<file path="config.mk">
export PLATFORM = sky130hd
export DESIGN_NAME = uart_tx_arbiter
export DESIGN_NICKNAME = d
export VERILOG_FILES = /design/src/rtl/uart_tx_arbiter_pkg.sv /design/src/rtl/uart_tx_arbiter_rr_pick.sv /design/src/rtl/uart_tx_arbiter.sv
export SDC_FILE = /design/constraint.sdc
export NUM_CORES = 1
export LEC_CHECK = 0
export CORE_MARGIN = 2
export CORE_UTILIZATION = 44
export CTS_BUF_LIST = sky130_fd_sc_hd__clkbuf_16
export CTS_CLUSTER_DIAMETER = 200
export DETAILED_ROUTE_END_ITERATION = 12
export PLACE_DENSITY = 0.83
export SLEW_MARGIN = 10
export SYNTH_ARGS = -nofsm -noshare
export SYNTH_HDL_FRONTEND = slang
export SYNTH_SLANG_ARGS = --single-unit
</file>
<file path="constraint.sdc">
create_clock -name clk -period 2 [get_ports clk]
set_clock_uncertainty 0.15 [all_clocks]
set_input_delay 0.5 -clock clk [delete_from_list [all_inputs] [get_ports clk]]
set_output_delay 0.5 -clock clk [all_outputs]
set_load 0.1 [all_outputs]
</file>
<file path="src/rtl/uart_tx_arbiter_pkg.sv">
// Shared types and constants for the UART transmit arbiter.
//   DATA_W            byte width carried to the transmitter
//   DEF_NUM_REQ       default number of requesters
//   DEF_TIMEOUT_CYCLES default watchdog limit while waiting for tx_done
//   arb_state_e       arbiter FSM states
//   wrap_inc()        modulo-n increment used for the round-robin pointer
package uart_tx_arbiter_pkg;

    localparam int unsigned DATA_W             = 8;
    localparam int unsigned DEF_NUM_REQ        = 4;
    localparam int unsigned DEF_TIMEOUT_CYCLES = 120000;

    typedef enum logic {
        ST_IDLE      = 1'b0,
        ST_WAIT_DONE = 1'b1
    } arb_state_e;

    // idx+1 modulo n, for idx in [0, n-1]
    function automatic int unsigned wrap_inc(input int unsigned idx, input int unsigned n);
        return (idx + 32'd1 >= n) ? 32'd0 : idx + 32'd1;
    endfunction

endpackage

</file>
<file path="src/rtl/uart_tx_arbiter_rr_pick.sv">
// Combinational round-robin picker.
// Ports:
//   req      in   NUM_REQ  request vector
//   rr_ptr   in   IDX_W    highest-priority index this round
//   winner_c out  IDX_W    first set req scanning upward from rr_ptr with wrap
//   valid_c  out  1        any request present
module uart_tx_arbiter_rr_pick #(
    parameter int unsigned NUM_REQ = 4,
    parameter int unsigned IDX_W   = $clog2(NUM_REQ)
) (
    input  logic [NUM_REQ-1:0] req,
    input  logic [IDX_W-1:0]   rr_ptr,
    output logic [IDX_W-1:0]   winner_c,
    output logic               valid_c
);

    int unsigned idx;

    // Scan offsets 0..NUM_REQ-1 from rr_ptr; the first hit wins
    always_comb begin
        winner_c = '0;
        valid_c  = 1'b0;
        idx      = 32'd0;
        for (int unsigned off = 0; off < NUM_REQ; off++) begin
            idx = 32'(rr_ptr) + off;
            if (idx >= NUM_REQ) begin
                idx = idx - NUM_REQ;
            end
            if (!valid_c && req[IDX_W'(idx)]) begin
                valid_c  = 1'b1;
                winner_c = IDX_W'(idx);
            end
        end
    end

endmodule

</file>
<file path="src/rtl/uart_tx_arbiter.sv">
// Round-robin arbiter sharing one UART transmitter among NUM_REQ byte sources.
// Ports:
//   clk, rst_n   clock, asynchronous active-low reset
//   req          level requests, one per source
//   req_data     byte i on bits [8*i+7:8*i]
//   gnt          one-hot pulse: byte latched, source may move on
//   done         one-hot pulse: byte fully sent
//   tx_start     one-cycle start pulse to the transmitter
//   tx_data      byte to the transmitter, held while sending
//   tx_done      transmitter completion pulse
//   busy         high while a byte is in flight
//   timeout_err  pulse when the transmitter never reports completion
module uart_tx_arbiter
    import uart_tx_arbiter_pkg::*;
#(
    parameter int unsigned NUM_REQ        = DEF_NUM_REQ,
    parameter int unsigned TIMEOUT_CYCLES = DEF_TIMEOUT_CYCLES
) (
    input  logic                      clk,
    input  logic                      rst_n,
    input  logic [NUM_REQ-1:0]        req,
    input  logic [DATA_W*NUM_REQ-1:0] req_data,
    output logic [NUM_REQ-1:0]        gnt,
    output logic [NUM_REQ-1:0]        done,
    output logic                      tx_start,
    output logic [DATA_W-1:0]         tx_data,
    input  logic                      tx_done,
    output logic                      busy,
    output logic                      timeout_err
);

    localparam int unsigned IDX_W = $clog2(NUM_REQ);
    localparam int unsigned WD_W  = $clog2(TIMEOUT_CYCLES + 1);

    localparam logic [WD_W-1:0] WD_LAST = WD_W'(TIMEOUT_CYCLES - 1);
    localparam logic [WD_W-1:0] WD_MAX  = WD_W'(TIMEOUT_CYCLES);

    arb_state_e          state_q, state_d;
    logic [IDX_W-1:0]    rr_ptr_q, rr_ptr_d;
    logic [IDX_W-1:0]    cur_idx_q, cur_idx_d;
    logic [DATA_W-1:0]   tx_data_q, tx_data_d;
    logic [WD_W-1:0]     wdog_q, wdog_d;
    logic [NUM_REQ-1:0]  gnt_q, gnt_d;
    logic [NUM_REQ-1:0]  done_q, done_d;
    logic                tx_start_q, tx_start_d;
    logic                busy_q, busy_d;
    logic                timeout_q, timeout_d;

    logic [IDX_W-1:0]    pick_idx;
    logic                pick_valid;
    logic [DATA_W-1:0]   sel_data;
    logic [IDX_W-1:0]    next_ptr;

    uart_tx_arbiter_rr_pick #(
        .NUM_REQ (NUM_REQ),
        .IDX_W   (IDX_W)
    ) u_rr_pick (
        .req      (req),
        .rr_ptr   (rr_ptr_q),
        .winner_c (pick_idx),
        .valid_c  (pick_valid)
    );

    // Byte belonging to the current round-robin winner
    always_comb begin
        sel_data = '0;
        for (int unsigned i = 0; i < NUM_REQ; i++) begin
            if (pick_idx == IDX_W'(i)) begin
                sel_data = req_data[DATA_W*i +: DATA_W];
            end
        end
    end

    // Pointer moves past the source just served, whether it completed or timed out
    assign next_ptr = IDX_W'(wrap_inc(32'(cur_idx_q), NUM_REQ));

    // Next-state and output logic
    always_comb begin
        state_d    = state_q;
        rr_ptr_d   = rr_ptr_q;
        cur_idx_d  = cur_idx_q;
        tx_data_d  = tx_data_q;
        wdog_d     = wdog_q;
        gnt_d      = '0;
        done_d     = '0;
        tx_start_d = 1'b0;
        timeout_d  = 1'b0;

        unique case (state_q)
            ST_IDLE: begin
                if (pick_valid) begin
                    cur_idx_d  = pick_idx;
                    tx_data_d  = sel_data;
                    tx_start_d = 1'b1;
                    gnt_d      = NUM_REQ'(1) << pick_idx;
                    wdog_d     = '0;
                    state_d    = ST_WAIT_DONE;
                end
            end
            ST_WAIT_DONE: begin
                if (wdog_q != WD_MAX) begin
                    wdog_d = wdog_q + WD_W'(1);
                end
                // tx_done has priority over a coincident watchdog expiry
                if (tx_done) begin
                    done_d   = NUM_REQ'(1) << cur_idx_q;
                    rr_ptr_d = next_ptr;
                    state_d  = ST_IDLE;
                end else if (wdog_q == WD_LAST) begin
                    timeout_d = 1'b1;
                    rr_ptr_d  = next_ptr;
                    state_d   = ST_IDLE;
                end
            end
            default: begin
                state_d = ST_IDLE;
            end
        endcase

        busy_d = (state_d != ST_IDLE);
    end

    // State and output registers
    always_ff @(posedge clk or negedge rst_n) begin
        if (!rst_n) begin
            state_q    <= ST_IDLE;
            rr_ptr_q   <= '0;
            cur_idx_q  <= '0;
            tx_data_q  <= '0;
            wdog_q     <= '0;
            gnt_q      <= '0;
            done_q     <= '0;
            tx_start_q <= 1'b0;
            busy_q     <= 1'b0;
            timeout_q  <= 1'b0;
        end else begin
            state_q    <= state_d;
            rr_ptr_q   <= rr_ptr_d;
            cur_idx_q  <= cur_idx_d;
            tx_data_q  <= tx_data_d;
            wdog_q     <= wdog_d;
            gnt_q      <= gnt_d;
            done_q     <= done_d;
            tx_start_q <= tx_start_d;
            busy_q     <= busy_d;
            timeout_q  <= timeout_d;
        end
    end

    assign gnt         = gnt_q;
    assign done        = done_q;
    assign tx_start    = tx_start_q;
    assign tx_data     = tx_data_q;
    assign busy        = busy_q;
    assign timeout_err = timeout_q;

endmodule

</file>
==> flow_summary_export.csv <==
group,metric,value,unit
cells_and_area,nNetsFinal,341,
synthesis,syn_area,2200,sq um
grt,grtUsageMet3,0.0509,
cells_and_area,area_growth_syn_to_layout,61.0,%
route,drt-pass1-iter-count,6,
pwr,p_leak,0.00157,uW
pwr,power_switching_share,0.454,
route,drt_iter0_markers,115,
status,status,"complete, but fails checks",
timing,grt_setup_unrepaired,"yes",
worst_hold_path,hp-class,"primary input to async pin",
grt,antenna_found_initial,0,
cells_and_area,diodes,0,
placement,portBuffers,57,
worst_setup_path,r2r_cells,6,
pwr,pwr-share-seq,0.234,
timing,min_period,2.19,ns
status,violations,"negative setup slack",
timing,max_freq,457,MHz
route,drc,0,
pwr,ir_worst_vdd,982,uV
pwr,comb_power_share,0.591,
pwr,p_int,2930,uW
pwr,p_total,5370,uW
floorplanning,die_h,74.8,microns
route,antenna_left,0,
timing,slew_headroom,0.662,
clocking,cts_sinks,40,
placement,routabilityCongestion,0.822,
floorplanning,die_area,5590,sq um
cells_and_area,fin_cells,364,
cells_and_area,fill_cells,306,
synthesis,synthCells,211,
floorplanning,io_pins,58,
cells_and_area,fin_area,3550,sq um
timing,setup_viol,5,
synthesis,yosys.cell_types.count,44,
route,finalWirelength,6720,microns
route,via_per_inst,5.74,
worst_setup_path,arrival,2.21,ns
grt,grt-ovfl-total,0,
clocking,numCtsBuffers,5,
clocking,tritoncts,"done",
floorplanning,die_w,74.8,microns
grt,grt_use_met1,0.297,
synthesis,avgSynthCellArea,10.4,sq um
worst_setup_path,timing.rr.end,"wdog_q[2]",
worst_setup_path,path_max_fanout,2,
worst_setup_path,reg2reg_slack,-0.19,ns
clocking,ctsHtreeMaxLevel,2,
worst_setup_path,cp.required,2.02,ns
clocking,postCtsHoldBufs,0,
floorplanning,core-area,4790,sq um
pwr,power_density,1510,nW/um^2
synthesis,ys.flop_type,"dfrtp_1",
job,maxCapViolations,0,
placement,dpl.cell_count,350,
clocking,clk_path_buf_depth,2,
timing,hold_viol_final,0,
worst_setup_path,criticalPathCategory,"flip-flop to flip-flop",
pwr,p_clk_frac,0.175,
grt,grt_use_met2,0.455,
timing,period_share,1.09,
grt,grt_most_used_layer,"met2",
clocking,root_buffer,"clkbuf_16",
synthesis,yosys_warnings,0,
timing,setup_ws,-0.187,ns
placement,pre_cts_slack,-0.599,ns
clocking,clk_pin_slew,0.06,ns
cells_and_area,layout-drive-gt1-share,0.357,
timing,slew_violations,0,
grt,grt_pass1_vias,2157,
timing,tns,-0.508,ns
pwr,switching_power,2440,uW
clocking,clock_latency,0.29,ns
grt,grt_usage,0.250,
worst_setup_path,timing.rr.start,"wdog_q[9]",
route,wl_per_cell,18.5,microns
worst_setup_path,startpoint_type,"flip-flop",
synthesis,async_reset_ff_frac,1.00,
placement,post_dp_cell_area,3220,sq um
synthesis,synth_edf_count,0,
floorplanning,initial_utilization,0.461,
synthesis,yosysSeqAreaShare,0.454,
floorplanning,rows,25,
placement,hpwlAfterDp,4480,microns
route,dr_total_vias,2088,
grt,grt_pass1_wl,10400,microns
synthesis,synth.net_count,256,
grt,grt_start_max_net_pins,22,
synthesis,synth_seq_cells,40,
worst_setup_path,crit_path_end_kind,"flip-flop",
timing,worstMarginPinSlew,0.507,ns
## synthesized netlist by cell type, types with 2 or more instances
| cell type | number | area share |
|---|---|---|
| o21ai_0 | 13 | 0.030 |
| ha_1 | 6 | 0.034 |
| nand2_1 | 7 | 0.012 |
| a211oi_1 | 9 | 0.031 |
| and3_1 | 4 | 0.011 |
| dfrtp_1 | 40 | 0.45 |
| xnor2_1 | 6 | 0.024 |
| mux2_2 | 10 | 0.051 |
| nor2_1 | 16 | 0.027 |
| o211ai_1 | 2 | 0.0068 |
| buf_2 | 3 | 0.0068 |
| nor3_1 | 4 | 0.0091 |
| clkbuf_1 | 3 | 0.0051 |
| and4_1 | 2 | 0.0079 |
| or3_1 | 6 | 0.017 |
| nand4_1 | 4 | 0.011 |
| nor4_1 | 2 | 0.0057 |
| a21bo_2 | 8 | 0.036 |
| and2_1 | 2 | 0.0057 |
| a21oi_1 | 7 | 0.016 |
| inv_1 | 11 | 0.019 |
| a221o_1 | 8 | 0.036 |
| nand3_1 | 14 | 0.032 |
| nand2b_1 | 4 | 0.011 |
## critical path, cell delays in order (launching register included)
cell and delay, ns:
dfrtp_1 0.38, or4b_1 0.52, or3_4 0.38, o41ai_4 0.24, buf_4 0.17, o211ai_1 0.12, o31ai_2 0.11
## registers in the layout, summed over array words and instances, names as in the netlist
name / flops
tx_data: 8
busy: 1
rr_ptr_q: 2
gnt: 4
tx_start: 1
timeout_err: 1
done: 4
cur_idx_q: 2
wdog_q: 17
## worst max-delay path by stage
stage          startpoint  slack (ns)  depth (start not counted)    endpoint
6_report        wdog_q[9]       -0.19                          6   wdog_q[2]
5_1_grt        wdog_q[13]       -0.22                          6   wdog_q[2]
4_1_cts        wdog_q[13]        -0.1                          6   wdog_q[1]
3_5_place_dp       req[1]       -0.60                          7  tx_data[7]
3_3_place_gp       req[3]       -0.47                          7  tx_data[0]
2_1_floorplan      req[3]       -0.07                          6  tx_data[0]
## power groups by stage
stage	registers, uW	clock network, uW	logic (uW)
4_1_cts	1250	936	3060
6_report	1260	938	3180
5_1_grt	1280	985	3320
3_3_place_gp	1240	0	2860
2_1_floorplan	2150	0	951
3_5_place_dp	1250	0	2940
## layer usage
layer / up-vias / part of all wire
met2: 75 / 0.55
li1: 940 / -
met4: 0 / 0.023
met1: 1060 / 0.38
met3: 13 / 0.047
met5: - / 0
## through the flow
stage / hold WS, ns / util
final: 0.0261 / 0.742
after global routing: 0.0613 / 0.742
after CTS: 0.0406 / 0.728
after detailed placement: 0.346 / 0.672
after global placement: 0.340 / 0.672
after floorplan: 0.0544 / -
## cell families after synthesis
kind of cell               after synthesis  share of synthesized area
DFF                                     40                      0.454
and+or+nand+nor                         73                      0.182
xor gates and xnor gates                 7                     0.0278
AOI/OAI and AO/OA                       53                      0.188
adders and majority gates                6                     0.0341
muxes                                   11                     0.0556
buffers and inverters                   21                     0.0585
## placed cells by master, fill, tap and decap left out, types with 6 or more instances in the layout
cell,n
a211oi_1,6
a21bo_2,8
a21oi_1,6
a221o_1,8
buf_12,21
buf_4,25
clkdlybuf4s50_1,33
dfrtp_1,38
ha_1,6
inv_1,11
mux2_4,8
nand2_1,7
nand3_1,14
nor2_1,13
o21ai_0,10
or3_1,6
xnor2_1,6
## layout make-up
class	instances	area, sq um	area share
clock buffer	5	125	0.0352
clock inverter	3	46.3	0.0130
inverter	11	41.3	0.0116
multi-input combinational	150	1230	0.346
sequential	40	1000	0.283
tap	67	83.8	0.0236
timing repair buffer	88	1020	0.288
## what timing repair did
item / in CTS / in global routing
pin swaps: 5 / 12
cloned: 0 / 1
resized for setup: 24 / 25
buffers inserted: 5 / 2
endpoints found under the setup margin: 33 / 16
Power figures use the tool's default switching activity.
